[config.mk]
export PLATFORM = sky130hd
export DESIGN_NAME = imm_encoder_flat
export DESIGN_NICKNAME = d
export VERILOG_FILES = /design/src/rtl/imm_encoder_pkg.sv /design/src/rtl/imm_encoder_if.sv /design/src/rtl/imm_encoder_rot_right.sv /design/src/rtl/imm_encoder.sv /design/src/flat_wrapper.sv
export SDC_FILE = /design/constraint.sdc
export NUM_CORES = 1
export LEC_CHECK = 0
export BUFFER_PORTS_ARGS = -buffer_cell sky130_fd_sc_hd__buf_4
export CORE_AREA = 5 5 97 121
export DETAILED_ROUTE_END_ITERATION = 6
export DIE_AREA = 0 0 102 126
export PLACE_DENSITY_LB_ADDON = 0.3
export REMOVE_ABC_BUFFERS = 1
export SYNTH_ARGS = -nofsm -noshare
export SYNTH_HDL_FRONTEND = slang
export SYNTH_HIERARCHICAL = 1
export SYNTH_SLANG_ARGS = --single-unit
[constraint.sdc]
create_clock -name clock -period 5.5 [get_ports clock]
set_input_delay 0.55 -clock clock [delete_from_list [all_inputs] [get_ports clock]]
set_output_delay 0.55 -clock clock [all_outputs]
set_load 0.02 [all_outputs]
[src/rtl/imm_encoder_pkg.sv]
// Shared types and sizes for the operand2 immediate encoder.
package imm_encoder_pkg;
    typedef enum logic [1:0] {IDLE, SEARCH, DONE} enc_state_t;
    localparam int ROT_STEPS = 16;
    localparam int IMM8_W    = 8;
    localparam int ROT_W     = 4;
endpackage

[src/rtl/imm_encoder_if.sv]
// Request/result handshake bundle between the instruction generator and the encoder.
interface imm_encoder_if;
    logic        in_valid;
    logic        in_ready;
    logic [31:0] in_value;
    logic        out_valid;
    logic        out_ready;
    logic        out_found;
    logic        out_inv;
    logic [11:0] out_imm12;

    modport master (output in_valid, in_value, out_ready,
                    input  in_ready, out_valid, out_found, out_inv, out_imm12);
    modport slave  (input  in_valid, in_value, out_ready,
                    output in_ready, out_valid, out_found, out_inv, out_imm12);
endinterface

[src/rtl/imm_encoder_rot_right.sv]
// 32-bit circular rotate right by a 5-bit amount; amount 0 passes data through.
module rot_right (
    input  logic [31:0] i_data,
    input  logic [4:0]  i_amt,
    output logic [31:0] o_data
);
    logic [63:0] w_dbl;

    assign w_dbl  = {i_data, i_data} >> i_amt;
    assign o_data = w_dbl[31:0];
endmodule

[src/rtl/imm_encoder.sv]
// Iterative ARM operand2 immediate encoder: tries one even rotation per clock,
// optionally also matching the bitwise inverse so MOV can become MVN.
module imm_encoder
    import imm_encoder_pkg::*;
#(
    parameter bit TRY_INVERT = 1'b1
) (
    input  logic        clock,
    input  logic        reset,
    imm_encoder_if.slave bus
);
    enc_state_t          r_state, w_next;
    logic [ROT_W-1:0]    r_rot;
    logic [31:0]         r_value;
    logic                r_found, r_inv;
    logic [11:0]         r_imm12;

    logic [4:0]          w_amt;
    logic [31:0]         w_t, w_ti;
    logic                w_hit_p, w_hit_i, w_last;

    // rol by 2*rot expressed as ror by (32 - 2*rot) mod 32
    assign w_amt   = 5'(6'd32 - {1'b0, r_rot, 1'b0});
    assign w_hit_p = (w_t[31:IMM8_W] == '0);
    assign w_last  = (r_rot == ROT_W'(ROT_STEPS - 1));

    rot_right u_rot_plain (.i_data(r_value), .i_amt(w_amt), .o_data(w_t));

    generate
        if (TRY_INVERT) begin : g_inv
            rot_right u_rot_inv (.i_data(~r_value), .i_amt(w_amt), .o_data(w_ti));
            assign w_hit_i = (w_ti[31:IMM8_W] == '0);
        end else begin : g_no_inv
            assign w_ti    = '0;
            assign w_hit_i = 1'b0;
        end
    endgenerate

    always_ff @(posedge clock) begin
        if (reset) r_state <= IDLE;
        else       r_state <= w_next;
    end

    always_comb begin
        w_next = r_state;
        case (r_state)
            IDLE:    if (bus.in_valid) w_next = SEARCH;
            SEARCH:  if (w_hit_p || w_hit_i || w_last) w_next = DONE;
            DONE:    if (bus.out_ready) w_next = IDLE;
            default: w_next = IDLE;
        endcase
    end

    always_comb begin
        bus.in_ready  = (r_state == IDLE);
        bus.out_valid = (r_state == DONE);
        bus.out_found = r_found;
        bus.out_inv   = r_inv;
        bus.out_imm12 = r_imm12;
    end

    // Plain match is tested first so it wins over inverted at the same rotation
    always_ff @(posedge clock) begin
        if (reset) begin
            r_rot   <= '0;
            r_value <= '0;
            r_found <= 1'b0;
            r_inv   <= 1'b0;
            r_imm12 <= '0;
        end else begin
            case (r_state)
                IDLE: if (bus.in_valid) begin
                    r_value <= bus.in_value;
                    r_rot   <= '0;
                end
                SEARCH: begin
                    if (w_hit_p) begin
                        r_found <= 1'b1;
                        r_inv   <= 1'b0;
                        r_imm12 <= {r_rot, w_t[IMM8_W-1:0]};
                    end else if (w_hit_i) begin
                        r_found <= 1'b1;
                        r_inv   <= 1'b1;
                        r_imm12 <= {r_rot, w_ti[IMM8_W-1:0]};
                    end else if (w_last) begin
                        r_found <= 1'b0;
                        r_inv   <= 1'b0;
                        r_imm12 <= '0;
                    end else begin
                        r_rot   <= r_rot + 1'b1;
                    end
                end
                default: ;
            endcase
        end
    end
endmodule
[src/flat_wrapper.sv]
// flat-port wrapper written by rule: the top's interface ports become plain ports
module imm_encoder_flat import imm_encoder_pkg::*;
#(
    parameter bit TRY_INVERT = 1'b1
)
  (clock, reset, bus_in_valid, bus_in_value, bus_out_ready, bus_in_ready, bus_out_valid, bus_out_found, bus_out_inv, bus_out_imm12);
  imm_encoder_if bus_i ();
  input  logic clock;
  input  logic reset;
  input wire logic [$bits(bus_i.in_valid)-1:0] bus_in_valid;
  input wire logic [$bits(bus_i.in_value)-1:0] bus_in_value;
  input wire logic [$bits(bus_i.out_ready)-1:0] bus_out_ready;
  output wire logic [$bits(bus_i.in_ready)-1:0] bus_in_ready;
  output wire logic [$bits(bus_i.out_valid)-1:0] bus_out_valid;
  output wire logic [$bits(bus_i.out_found)-1:0] bus_out_found;
  output wire logic [$bits(bus_i.out_inv)-1:0] bus_out_inv;
  output wire logic [$bits(bus_i.out_imm12)-1:0] bus_out_imm12;
  assign bus_i.in_valid = bus_in_valid;
  assign bus_i.in_value = bus_in_value;
  assign bus_i.out_ready = bus_out_ready;
  assign bus_in_ready = bus_i.in_ready;
  assign bus_out_valid = bus_i.out_valid;
  assign bus_out_found = bus_i.out_found;
  assign bus_out_inv = bus_i.out_inv;
  assign bus_out_imm12 = bus_i.out_imm12;
  imm_encoder #(.TRY_INVERT(TRY_INVERT)) u_core (.clock(clock), .reset(reset), .bus(bus_i));
endmodule
==> impl_metrics.tcl <==
set metrics [dict create \
    ys_warn_count 6 \
    drtIter0Drc 581 \
    netSwitchingFraction_pct 43.6 \
    maxSlewHeadroom_pct 23.9 \
    grt_pass1_wl_mm 25.4 \
    p_int_mw 1.68 \
    die_y_um 126 \
    core_area_sq_um 10500 \
    synth_edf_count 0 \
    numPortBuffers 51 \
    critPathKind "flop to flop" \
    cts_resized 0 \
    synth_ff_type "dfxtp_1" \
    totalWireLength_mm 15.7 \
    antenna_found_initial 0 \
    min_from "u_core/bus.out_found" \
    layout_worst_path_cycle_share_pct 82.8 \
    yosysSeqAreaShare_pct 16.6 \
    final_common_cell "mux4_2" \
    hold_viol 0 \
    period_needed_ps 4560 \
    report.final.slew_viol_count 0 \
    diodes 0 \
    power.share.sequential_pct 17.8 \
    r2r_start "u_core/r_rot[0]" \
    cp_slowest_cell "dfxtp_4" \
    power.density_nw_per_um2 443 \
    vias_per_cell 7.34 \
    ctsRootBufferMaster "clkbuf_16" \
    required_ps 5720 \
    startpoint_type "flop" \
    vias 4938 \
    drive_above_1_share_pct 51.4 \
    end_kind "flop" \
    grt_max_degree 65 \
    route.detailed.drc 0 \
    floorplan.die_area_sq_um 12900 \
    synth_compound_area_share_pct 8.78 \
    postCtsSetupBuffers 0 \
    yosysUniqueCellTypes 44 \
    synth_mux_area_share_pct 57.5 \
    status "complete, no violations" \
    power.leakage_nw 2.03 \
    ioPinCount 52 \
    switching_power_mw 1.29 \
    finalClockSkew_ps 2.54 \
    worst_slew_pin_slew_ps 1140 \
    pwr-share-comb_pct 71.4 \
    critical_path.startpoint "u_core/r_rot[0]" \
    finish.utilization_pct 64.2 \
    cts_buffer_depth 2 \
    dp_hpwl_mm 12.1 \
    max_freq_mhz 220 \
    crit_arrival_ps 4780 \
    final_cell_mix "mux4_2, nand2_1, mux2_2" \
    ir_worst_vdd_mv 0.245 \
    drtAntennaViolNets 0 \
    min_path_type "flop to flop" \
    cpMostUsedCell "mux4_2" \
    routedWlPerCell_um 23.3 \
    rows 42 \
    cts_buffers 5 \
    grt_usage_pct 25.1 \
    ys_ff_latch 52 \
    slowest_delay_ps 640 \
    gp_congestion 1.01 \
    fillCellCount 819 \
    cts_htree_levels 2 \
    grt_overflow_total 0 \
    yosys.area_share.simple_pct 8.60 \
    cts_tree "yes" \
    tns_ps 0 \
    first_global_vias 4759 \
    synth_top_family_by_area "multiplexers" \
    p_clk_share_pct 10.8 \
    holdBufCountCts 0 \
    syn-cell-area_sq_um 6290 \
    crit_chain "inv_1 -> ha_2 -> xnor2_2 -> buf_12 -> mux4_2 -> mux4_2 -> mux2_2 -> nor4_2 -> nand4_2 -> o221ai_2 -> a21oi_1 -> a211oi_2" \
    clk_pin_slew_ps 70 \
    syn_to_final_growth_pct 6.73 \
    maxCapViolations 0 \
    worstPathMaxFanout 64 \
    die_w_um 102 \
    async_reset_ff_share_pct 0 \
    cts_sinks 52 \
    start_util_pct 60.1 \
    synth_xor_area_share_pct 0.279 \
    path_delay_family "multiplexers" \
    synth_fa_ha_area_share_pct 0.398 \
    synthCells 534 \
    syn_area_per_cell_sq_um 11.8 \
    worst-path-buf-inv 2 \
    insertion_delay_ps 290 \
    first_pass_iters 5 \
    rsz0062_at_grt "no" \
    setup_violations 0 \
    final_nets 578 \
]
[power groups by stage]
stage	clock, mW	sequential, mW	combinational [mW]
finish	0.322	0.528	2.12
global route	0.347	0.539	2.27
CTS	0.329	0.528	2.11
detailed placement	0	0.536	2.10
global placement	0	0.532	2.05
floorplan	0	0.562	1.71
[metal layers]
metal / vias up / routed length [um] / global-route usage, %
met5: - / 0 / 0
met4: 0 / 811 / 11.9
met3: 63 / 1220 / 3.43
met2: 298 / 7800 / 40.3
met1: 2430 / 5840 / 33.5
li1: 2147 / - / -
[synthesized netlist by cell type (7+ instances only)]
| library cell | n | share of area, % |
|---|---|---|
| a21oi_1 | 49 | 3.9 |
| a211oi_2 | 8 | 1.6 |
| nand3_1 | 9 | 0.72 |
| inv_1 | 35 | 2.1 |
| a22oi_1 | 9 | 1.1 |
| clkbuf_1 | 27 | 1.6 |
| buf_2 | 12 | 0.96 |
| mux4_2 | 128 | 46 |
| nor4_1 | 8 | 0.80 |
| o21ai_0 | 7 | 0.56 |
| mux2_2 | 64 | 11 |
| nand2_1 | 70 | 4.2 |
| buf_6 | 8 | 1.4 |
| dfxtp_1 | 52 | 17 |
[state kept, by name (all words and copies together) (netlist names)]
signal,count
u_core/bus.out_inv,1
u_core/r_value,32
u_core/r_state,2
u_core/bus.out_found,1
u_core/bus.out_imm12,12
u_core/r_rot,4
[cell families (layout without fill, tap and decap cells)]
logic type,after synthesis,after routing
xor gates and xnor gates,2,2
and+or+nand+nor,108,108
adders and majority gates,2,2
other,1,2
DFF,52,52
muxes,193,193
AOI/OAI and AO/OA,83,83
buffers and inverters,93,99
[worst paths after layout]
path | cells after the start | end | slack, ps
setup / recovery | 12 | u_core/bus.out_imm12[4] | 940
hold reg to reg | 2 | u_core/bus.out_found | 480
hold / removal | 2 | u_core/bus.out_found | 480
setup reg to reg | 12 | u_core/bus.out_imm12[4] | 940
[layout make-up]
cell class / instances / area, sq um / share of cell area [%]
Sequential cell: 52 / 1040 / 15.6
Inverter: 35 / 131 / 1.96
Clock inverter: 1 / 6.26 / 0.0932
Tap cell: 132 / 165 / 2.46
Timing Repair Buffer: 56 / 445 / 6.64
Multi-Input combinational cell: 390 / 4770 / 71.1
Clock buffer: 7 / 143 / 2.13
[worst min-delay path, cell delays in order, from the launching register on]
cell and delay, ps:
dfxtp_1 310, o21ai_0 60, a21oi_1 60
[metrics by stage]
step	hold WS (ps)	power [mW]	setup slack, ps	area (sq um)	instances
detailed placement	474	2.63	939	6560	665
global placement	461	2.58	1030	6560	665
floorplan	449	2.27	-4670	5930	477
global route	503	3.16	565	6710	673
finish	478	2.97	945	6710	673
CTS	483	2.97	888	6710	673
Power figures use the tool's default switching activity.
